**src/rtl/i2c_target_regfile_if.sv**
```systemverilog
// I2C pin bundle for the register-file target.
//   scl_i    : I2C clock pin value (asynchronous to clk_i)
//   sda_i    : I2C data pin value (asynchronous to clk_i)
//   sda_oe_o : 1 = target pulls SDA low, 0 = release (open-drain pad lives outside)
// Modports: master drives the pins and observes the pull-down; slave is the target.
interface i2c_target_regfile_if;
  logic scl_i;
  logic sda_i;
  logic sda_oe_o;

  modport master (output scl_i, output sda_i, input sda_oe_o);
  modport slave  (input scl_i, input sda_i, output sda_oe_o);
endinterface

```
**src/rtl/i2c_target_regfile.sv**
```systemverilog
// I2C target exposing a bank of 8-bit registers.
// A write sets the register pointer with its first data byte; later bytes are
// written at the pointer with auto-increment. A read streams regs[pointer]
// onwards. Pointer survives STOP/START, so write-pointer-then-read works.
// Ports:
//   clk_i              system clock, at least 16x SCL
//   rst_ni             asynchronous active-low reset
//   assigned_address_i 7-bit target address
//   bus                I2C pins (scl_i, sda_i in; sda_oe_o out)
//   regs_o             register n at bits [8n+7:8n]
//   wr_stb_o/wr_addr_o one-cycle pulse + index when the bus writes a register
//   rd_stb_o           one-cycle pulse when a register is loaded for transmit
//   busy_o             high from address match until STOP
//   dbg_state_o        current FSM state
module i2c_target_regfile #(
  parameter int          REGISTERS     = 16,
  parameter int          SYNC_STAGES   = 2,
  parameter logic [7:0]  RESET_ADDRESS = 8'h00
) (
  input  logic                   clk_i,
  input  logic                   rst_ni,
  input  logic [6:0]             assigned_address_i,
  i2c_target_regfile_if.slave    bus,
  output logic [8*REGISTERS-1:0] regs_o,
  output logic                   wr_stb_o,
  output logic [7:0]             wr_addr_o,
  output logic                   rd_stb_o,
  output logic                   busy_o,
  output logic [3:0]             dbg_state_o
);

  localparam int         IDXW     = (REGISTERS > 1) ? $clog2(REGISTERS) : 1;
  localparam logic [7:0] LAST_PTR = 8'(REGISTERS - 1);
  localparam logic [8:0] NUM_REGS = 9'(REGISTERS);

  typedef enum logic [3:0] {
    IDLE      = 4'd0,
    ADDR      = 4'd1,
    ADDR_ACK  = 4'd2,
    PTR       = 4'd3,
    PTR_ACK   = 4'd4,
    WDATA     = 4'd5,
    WDATA_ACK = 4'd6,
    RDATA     = 4'd7,
    RDATA_ACK = 4'd8,
    IGNORE    = 4'd9
  } state_t;

  state_t               state;
  logic [7:0]           regs [REGISTERS];
  logic [7:0]           pointer;
  logic [7:0]           shifter;
  logic [2:0]           bit_cnt;
  logic                 rw;
  logic                 ack;
  logic                 sda_oe;

  logic [SYNC_STAGES-1:0] scl_sync;
  logic [SYNC_STAGES-1:0] sda_sync;
  logic                   scl_d;
  logic                   sda_d;

  // Synchronisers idle at 1 (bus released) so reset exit never fakes an edge.
  always_ff @(posedge clk_i or negedge rst_ni) begin
    if (!rst_ni) begin
      scl_sync <= '1;
      sda_sync <= '1;
      scl_d    <= 1'b1;
      sda_d    <= 1'b1;
    end else begin
      scl_sync <= {scl_sync[SYNC_STAGES-2:0], bus.scl_i};
      sda_sync <= {sda_sync[SYNC_STAGES-2:0], bus.sda_i};
      scl_d    <= scl_sync[SYNC_STAGES-1];
      sda_d    <= sda_sync[SYNC_STAGES-1];
    end
  end

  logic       scl_s, sda_s;
  logic       start_det, stop_det, scl_rise, scl_fall;
  logic [7:0] rx_byte, ptr_next, rd_cur, rd_next;
  logic       ptr_ok, next_ok;

  always_comb begin
    scl_s     = scl_sync[SYNC_STAGES-1];
    sda_s     = sda_sync[SYNC_STAGES-1];
    start_det = scl_s & scl_d & sda_d & ~sda_s;
    stop_det  = scl_s & scl_d & ~sda_d & sda_s;
    scl_rise  = scl_s & ~scl_d;
    scl_fall  = ~scl_s & scl_d;
    rx_byte   = {shifter[6:0], sda_s};
    ptr_next  = (pointer == LAST_PTR) ? 8'h00 : pointer + 8'h01;
    ptr_ok    = {1'b0, pointer}  < NUM_REGS;
    next_ok   = {1'b0, ptr_next} < NUM_REGS;
    // Out-of-range pointers read back as zero.
    rd_cur    = ptr_ok  ? regs[pointer[IDXW-1:0]]  : 8'h00;
    rd_next   = next_ok ? regs[ptr_next[IDXW-1:0]] : 8'h00;
  end

  // Decisions are made on SCL rising edges; SDA is only changed on falling
  // edges, based on the state reached at the preceding rise.
  always_ff @(posedge clk_i or negedge rst_ni) begin
    if (!rst_ni) begin
      state     <= IDLE;
      pointer   <= RESET_ADDRESS;
      shifter   <= 8'h00;
      bit_cnt   <= 3'd0;
      rw        <= 1'b0;
      ack       <= 1'b0;
      sda_oe    <= 1'b0;
      wr_stb_o  <= 1'b0;
      wr_addr_o <= 8'h00;
      rd_stb_o  <= 1'b0;
      busy_o    <= 1'b0;
      for (int i = 0; i < REGISTERS; i++) regs[i] <= 8'h00;
    end else begin
      wr_stb_o <= 1'b0;
      rd_stb_o <= 1'b0;
      if (start_det) begin
        state   <= ADDR;
        bit_cnt <= 3'd0;
        sda_oe  <= 1'b0;
      end else if (stop_det) begin
        state  <= IDLE;
        sda_oe <= 1'b0;
        busy_o <= 1'b0;
      end else if (scl_rise) begin
        case (state)
          ADDR: begin
            shifter <= rx_byte;
            bit_cnt <= bit_cnt + 3'd1;
            if (bit_cnt == 3'd7) begin
              rw <= sda_s;
              // shifter[6:0] already holds the seven address bits.
              if (shifter[6:0] == assigned_address_i) begin
                state  <= ADDR_ACK;
                busy_o <= 1'b1;
              end else begin
                state <= IGNORE;
              end
            end
          end
          ADDR_ACK: begin
            bit_cnt <= 3'd0;
            if (rw) begin
              state    <= RDATA;
              shifter  <= rd_cur;
              rd_stb_o <= 1'b1;
            end else begin
              state <= PTR;
            end
          end
          PTR: begin
            shifter <= rx_byte;
            bit_cnt <= bit_cnt + 3'd1;
            if (bit_cnt == 3'd7) begin
              pointer <= rx_byte;
              state   <= PTR_ACK;
            end
          end
          PTR_ACK: begin
            bit_cnt <= 3'd0;
            state   <= WDATA;
          end
          WDATA: begin
            shifter <= rx_byte;
            bit_cnt <= bit_cnt + 3'd1;
            if (bit_cnt == 3'd7) begin
              state <= WDATA_ACK;
              if (ptr_ok) begin
                regs[pointer[IDXW-1:0]] <= rx_byte;
                wr_stb_o  <= 1'b1;
                wr_addr_o <= pointer;
                ack       <= 1'b1;
              end else begin
                ack <= 1'b0;
              end
            end
          end
          WDATA_ACK: begin
            pointer <= ptr_next;
            bit_cnt <= 3'd0;
            state   <= WDATA;
          end
          RDATA: begin
            shifter <= {shifter[6:0], 1'b0};
            bit_cnt <= bit_cnt + 3'd1;
            if (bit_cnt == 3'd7) state <= RDATA_ACK;
          end
          RDATA_ACK: begin
            bit_cnt <= 3'd0;
            if (!sda_s) begin
              pointer  <= ptr_next;
              shifter  <= rd_next;
              rd_stb_o <= 1'b1;
              state    <= RDATA;
            end else begin
              state <= IGNORE;
            end
          end
          default: ;
        endcase
      end else if (scl_fall) begin
        case (state)
          ADDR_ACK, PTR_ACK: sda_oe <= 1'b1;
          WDATA_ACK:         sda_oe <= ack;
          RDATA:             sda_oe <= ~shifter[7];
          default:           sda_oe <= 1'b0;
        endcase
      end
    end
  end

  assign bus.sda_oe_o = sda_oe;
  assign dbg_state_o  = state;

  for (genvar g = 0; g < REGISTERS; g++) begin : g_regs
    assign regs_o[8*g +: 8] = regs[g];
  end

endmodule
```
**src/flat_wrapper.sv**
```systemverilog
// flat-port wrapper written by rule: the top's interface ports become plain ports
module i2c_target_regfile_flat 
#(
  parameter int          REGISTERS     = 16,
  parameter int          SYNC_STAGES   = 2,
  parameter logic [7:0]  RESET_ADDRESS = 8'h00
)
  (clk_i, rst_ni, assigned_address_i, regs_o, wr_stb_o, wr_addr_o, rd_stb_o, busy_o, dbg_state_o, bus_scl_i, bus_sda_i, bus_sda_oe_o);
  i2c_target_regfile_if bus_i ();
  input  logic clk_i;
  input  logic rst_ni;
  input  logic [6:0] assigned_address_i;
  output logic [8*REGISTERS-1:0] regs_o;
  output logic wr_stb_o;
  output logic [7:0] wr_addr_o;
  output logic rd_stb_o;
  output logic busy_o;
  output logic [3:0] dbg_state_o;
  input wire logic [$bits(bus_i.scl_i)-1:0] bus_scl_i;
  input wire logic [$bits(bus_i.sda_i)-1:0] bus_sda_i;
  output wire logic [$bits(bus_i.sda_oe_o)-1:0] bus_sda_oe_o;
  assign bus_i.scl_i = bus_scl_i;
  assign bus_i.sda_i = bus_sda_i;
  assign bus_sda_oe_o = bus_i.sda_oe_o;
  i2c_target_regfile #(.REGISTERS(REGISTERS), .SYNC_STAGES(SYNC_STAGES), .RESET_ADDRESS(RESET_ADDRESS)) u_core (.clk_i(clk_i), .rst_ni(rst_ni), .assigned_address_i(assigned_address_i), .bus(bus_i), .regs_o(regs_o), .wr_stb_o(wr_stb_o), .wr_addr_o(wr_addr_o), .rd_stb_o(rd_stb_o), .busy_o(busy_o), .dbg_state_o(dbg_state_o));
endmodule
```
**config.mk**
```make
export PLATFORM = sky130hd
export DESIGN_NAME = i2c_target_regfile_flat
export DESIGN_NICKNAME = d
export VERILOG_FILES = /design/src/rtl/i2c_target_regfile_if.sv /design/src/rtl/i2c_target_regfile.sv /design/src/flat_wrapper.sv
export SDC_FILE = /design/constraint.sdc
export NUM_CORES = 1
export LEC_CHECK = 0
export CORE_MARGIN = 2
export CORE_UTILIZATION = 46
export CTS_CLUSTER_DIAMETER = 30
export DETAILED_ROUTE_END_ITERATION = 8
export PLACE_DENSITY = 0.73
export SLEW_MARGIN = 20
export SYNTH_ARGS = -nofsm -noshare
export SYNTH_HDL_FRONTEND = slang
export SYNTH_SLANG_ARGS = --single-unit
```
**constraint.sdc**
```tcl
create_clock -name clk_i -period 2.99 [get_ports clk_i]
set_input_delay 0.299 -clock clk_i [delete_from_list [all_inputs] [get_ports clk_i]]
set_output_delay 0.299 -clock clk_i [all_outputs]
set_load 0.01 [all_outputs]
```
==> results.toml, run 1 <==
[sta]
rsz0062_at_grt = "false"
setup_viol = 0
slew_headroom = 0.361
layout_min_cycle_time_ns = 2.80
fin_crit_sh = 0.936
finalClockSkew_ns = 0.0123
max_clock_freq_ghz = 0.357
hold_violations = 0
worst-slew-pin-transition_ns = 0.958
slew_violations = 0
fin_setup_tns_ns = 0

[grt]
grt_max_degree = 72
antenna_found_initial = 0
grt-ovfl-total = 0
grt_pass1_vias = 7372
top_usage_layer = "met2"
met2_usage = 0.432
grt_pass1_wl_um = 44200
gr-usage-met3 = 0.0621
grtUsageMet1 = 0.360
track_usage = 0.268

[clock_tree]
cts_root_buf = "clkbuf_16"
cts_hold_buf = 1
clockBufferDepth = 2
cts_sinks = 171
path_clk_slew_ns = 0.07
post_cts_buffers = 0
cts-htree-levels = 4
clk_latency_ns = 0.44
cts_buffers = 17
tritoncts = "built"
ctsResizeCount = 0

[drt]
postRouteAntennaNets = 0
firstDrtPassIters = 5
drt-total-wl_um = 28200
drt_iter0_markers = 673
viasPerCell = 6.22
num_vias = 7509
drc = 0
drt-wirelength-per-cell_um = 23.4

[setup_path]
critPathLaunchType = "flip-flop"
path_max_fanout = 35
end_kind = "flip-flop"
worstPathRequired_ns = 3.30
critPathKind = "flip-flop to flip-flop"
worstPathArrival_ns = 3.11

[cells_and_area]
seqCellArea_um2 = 4290
syn2layout_area_growth_pct = 27.4
multi_input_area_um2 = 4820
stdcell_count = 1207
drive_gt1_frac = 0.223
antenna_cells = 0
n_fill_cell = 1640
nets = 941

[logic_synthesis]
synth_edf_count = 0
synth_area_leaders = "dfrtp_1, mux4_2, mux2_1"
yosys_most_used_dff = "dfrtp_1"
synthCells = 772
ys_ff_latch = 171
yosysSeqAreaShare = 0.456
async_flop_share = 1.00
postSynthAreaPerCell_um2 = 12.2
synth_cell_type_count = 64
synth_top_area_cell = "dfrtp_1"
yosys_warnings = 0
synth_top_cell_area_share = 0.439
synthesis.nets = 789
synth.cell_area_um2 = 9410

[floorplanning]
rows = 52
core_area_um2 = 20200
initial_core_util = 0.466
fp.dieH_um = 147
die-area_um2 = 21600
io_pins = 155
die_w_um = 147

[worst_hold_path]
hp-class = "input port to flip-flop"

[placed_design]
port_buffers = 154
dp.cells = 1174
gp_congestion = 0.961
dpl.hpwl_um = 19400

[power_and_ir_drop]
power.leakage_nw = 5.28
power_density_nw_per_um2 = 583
peakVddDrop_mv = 0.386

[run]
maxCapViolCount = 0

[outcome]
status = "finished clean"
==> state kept, by name (all words and copies together), names as in the netlist, 2 cells and up <==
name                flops
u_core.bit_cnt          3
u_core.sda_sync         2
u_core.pointer          8
u_core.scl_sync         2
u_core.dbg_state_o      4
u_core.shifter          8
u_core.regs_o         128
u_core.wr_addr_o        8
==> path summary, 6_finish.rpt <==
kind                            slack, ns                           from                             to  cells past startpoint
min in group asynchronous            0.46                         rst_ni  u_core.regs_o[16]$_DFFE_PN0P_                      2
worst min register to register       0.36   u_core.sda_sync[0]$_DFF_PN1_   u_core.sda_sync[1]$_DFF_PN1_                      0
worst max-delay path                 0.19  u_core.pointer[0]$_DFFE_PN0P_  u_core.shifter[4]$_DFFE_PN0P_                      8
max in group asynchronous            1.69                         rst_ni  u_core.regs_o[49]$_DFFE_PN0P_                      3
worst min-delay path                 0.28                      bus_sda_i   u_core.sda_sync[0]$_DFF_PN1_                      1
worst max register to register       0.19  u_core.pointer[0]$_DFFE_PN0P_  u_core.shifter[4]$_DFFE_PN0P_                      8
==> layout make-up <==
class,count,share of cell area
multi-input combinational,528,0.402
sequential,171,0.358
timing repair buffer,198,0.159
clock buffer,17,0.0355
tap,270,0.0282
clock inverter,15,0.0148
inverter,8,0.00251
==> power by group <==
group          internal, W  leakage (nW)  switching, W
clock              0.00113         0.293       0.00109
sequential         0.00245          2.33      0.000330
combinational     0.000801          2.66       0.00118
==> cell usage in the layout (no fill, tap or decap), types with 23 or more instances in the layout <==
cell	netlist	final
dfrtp_1	165	163
clkdlybuf4s50_1	0	153
mux2_1	71	71
nand2_1	70	70
mux2_2	68	68
mux4_2	47	47
buf_4	2	41
a21oi_1	31	31
mux2i_1	26	26
o21ai_0	23	23
==> stage by stage <==
step	utilization	hold WS, ns	instance area (µm²)	power [W]	setup WS (ns)
4_1_cts	0.594	0.264	12000	0.00697	0.248
5_1_grt	0.594	0.263	12000	0.00729	0.135
2_1_floorplan	-	0.00341	9410	0.00409	0.0891
3_5_place_dp	0.564	0.347	11400	0.00476	0.297
3_3_place_gp	0.564	0.346	11400	0.00473	0.311
6_report	0.594	0.280	12000	0.00699	0.193
==> synthesized netlist by cell type (all sizes together), types with 10 or more instances <==
master  number
buf         21
mux2       139
mux4        47
o22ai       10
clkbuf      44
dfrtp      165
mux2i       26
nor2        16
nand2       70
a21oi       33
nand3       21
o21ai       26
==> kinds of logic after synthesis <==
family                   Yosys count  share of synthesized area
XOR/XNOR                          11                     0.0102
flip-flops                       171                      0.456
adder cells (fa/ha/maj)            6                    0.00798
AND/OR/NAND/NOR                  167                     0.0922
AO/OA/AOI/OAI                    132                     0.0950
buffers and inverters             73                     0.0322
multiplexers                     212                      0.307
==> worst max-delay path: stages (launching register included) <==
cell and delay [ns]:
dfrtp_1 0.50, ha_1 0.37, and3_1 0.27, a21oi_4 0.21, buf_12 0.24, mux4_2 0.52, nand2_1 0.08, a21oi_1 0.08
o32a_1 0.38
==> layer usage <==
layer | part of all wire | vias to the layer above | wire length, µm
li1 | - | 3220 | -
met1 | 0.40 | 3783 | 11200
met2 | 0.48 | 426 | 13500
met3 | 0.085 | 80 | 2400
met4 | 0.039 | 0 | 1110
met5 | 0 | - | 0
(Power assumes the default switching activity.)
==> run 2: changes to the inputs <==
--- a/config.mk
+++ b/config.mk
@@ -10,5 +10,5 @@
 export CTS_CLUSTER_DIAMETER = 30
 export DETAILED_ROUTE_END_ITERATION = 8
-export PLACE_DENSITY = 0.73
+export PLACE_DENSITY = 0.7
 export SLEW_MARGIN = 20
 export SYNTH_ARGS = -nofsm -noshare
==> constraint.sdc (replaced) <==
create_clock -name clk_i -period 2.6 [get_ports clk_i]
set_input_delay 0.52 -clock clk_i [delete_from_list [all_inputs] [get_ports clk_i]]
set_output_delay 0.52 -clock clk_i [all_outputs]
set_load 0.01 [all_outputs]
==> results.toml, run 2 (synthesized netlist as in run 1, its figures left out) <==
[power_and_ir_drop]
power_density_nw_per_um2 = 665
peakVddDrop_mv = 0.527
power.leakage_nw = 5.46

[placed_design]
port_buffers = 154
dpl.hpwl_um = 20300
gp_congestion = 0.904

[run]
maxCapViolCount = 0

[floorplanning]
core_area_um2 = 20200
die-area_um2 = 21600
initial_core_util = 0.466
die_w_um = 147
io_pins = 155
fp.dieH_um = 147
rows = 52

[cells_and_area]
largest_reg_flops = 128
mostFrequentLayoutCells = "dfrtp_1, clkdlybuf4s50_1, mux2_1"
layout_commonest_cell = "dfrtp_1"
nets = 975
drive_gt1_frac = 0.251
antenna_cells = 0
seqCellArea_um2 = 4290
n_fill_cell = 1654
multi_input_area_um2 = 4820
syn2layout_area_growth_pct = 30.9

[outcome]
status = "finished clean"

[setup_path]
critPathKind = "flip-flop to flip-flop"
worstPathRequired_ns = 2.92
end_kind = "flip-flop"
critPathLaunchType = "flip-flop"
worstPathArrival_ns = 2.79
path_max_fanout = 29

[sta]
fin_setup_tns_ns = 0
layout_min_cycle_time_ns = 2.47
setup_viol = 0
max_clock_freq_ghz = 0.405
rsz0062_at_grt = "false"
worst-slew-pin-transition_ns = 0.834
holdWs_ns = 0.0502
fin_crit_sh = 0.949
hold_violations = 0
slew_violations = 0
finalClockSkew_ns = 0.0175
slew_headroom = 0.442

[drt]
drt-total-wl_um = 28900
drt_iter0_markers = 627
firstDrtPassIters = 5
drc = 0
viasPerCell = 6.14
postRouteAntennaNets = 0
num_vias = 7622
drt-wirelength-per-cell_um = 23.3

[grt]
antenna_found_initial = 0
grt-ovfl-total = 0
grt_pass1_wl_um = 45100
grt_max_degree = 57
grt_pass1_vias = 7630
track_usage = 0.274

[clock_tree]
cts_sinks = 171
path_clk_slew_ns = 0.07
clockBufferDepth = 2
cts-htree-levels = 4
clk_latency_ns = 0.44
cts_root_buf = "clkbuf_16"
cts_buffers = 17
tritoncts = "built"

[worst_hold_path]
hp-class = "input port to async pin"
==> run 2: final timing paths <==
| path | from | end | slack (ns) | cells after the start |
|---|---|---|---|---|
| max in group asynchronous | rst_ni | u_core.regs_o[26]$_DFFE_PN0P_ | 1.77 | 2 |
| setup / recovery | u_core.pointer[0]$_DFFE_PN0P_ | u_core.shifter[5]$_DFFE_PN0P_ | 0.13 | 8 |
| hold / removal | rst_ni | u_core.busy_o$_DFFE_PN0P_ | 0.05 | 1 |
| setup reg to reg | u_core.pointer[0]$_DFFE_PN0P_ | u_core.shifter[5]$_DFFE_PN0P_ | 0.13 | 8 |
| min in group clk_i | u_core.sda_sync[0]$_DFF_PN1_ | u_core.sda_sync[1]$_DFF_PN1_ | 0.36 | 0 |
| hold reg to reg | u_core.sda_sync[0]$_DFF_PN1_ | u_core.sda_sync[1]$_DFF_PN1_ | 0.36 | 0 |
==> run 2: cell type report <==
type	count	area share
clock inverters	14	0.0113
clock buffers	18	0.0357
multi-input cells	528	0.392
repair buffers	232	0.183
inverters	8	0.00244
well taps	270	0.0274
flip-flops and latches	171	0.348
==> run 2: critical path, stage by stage (launching register included) <==
cell       delay [ns]
dfrtp_1          0.41
ha_1             0.27
and3_1           0.20
a21oi_4          0.20
buf_12           0.22
mux2_1           0.38
a2bb2oi_1        0.23
a21oi_1          0.14
o32a_1           0.29
==> run 2: metal layers <==
metal  routed length [µm]  track usage  part of all wire  vias to the layer above
li1                     -            -                 -                     3285
met1                12300        0.382              0.43                     3935
met2                13900        0.436              0.48                      346
met3                 1930       0.0457             0.067                       56
met4                  834        0.104             0.029                        0
met5                    0            0                 0                        -
==> run 2: power breakdown <==
part	total, W	leakage [nW]	switching, W	internal, W
Combinational	0.00256	2.85	0.00155	0.00101
Clock	0.00254	0.277	0.00124	0.00130
Sequential	0.00310	2.33	0.000274	0.00282
==> run 2: metrics by stage <==
| step | cells | power, W | cell area (µm²) | utilization | worst slack [ns] |
|---|---|---|---|---|---|
| 2_1_floorplan | 772 | 0.00472 | 9420 | - | 0.00651 |
| 3_3_place_gp | 1209 | 0.00564 | 11700 | 0.582 | 0.144 |
| 3_5_place_dp | 1209 | 0.00566 | 11700 | 0.582 | 0.119 |
| 4_1_cts | 1241 | 0.00818 | 12300 | 0.610 | 0.105 |
| 5_1_grt | 1241 | 0.00855 | 12300 | 0.611 | 0.00923 |
| 6_report | 1241 | 0.00819 | 12300 | 0.611 | 0.132 |
==> run 2: timing repair <==
action | CTS | global route
endpoints found under the setup margin | 0 | 2
hold buffers | 0 | 0
buffers inserted | 0 | 0
gates resized for setup | 0 | 1
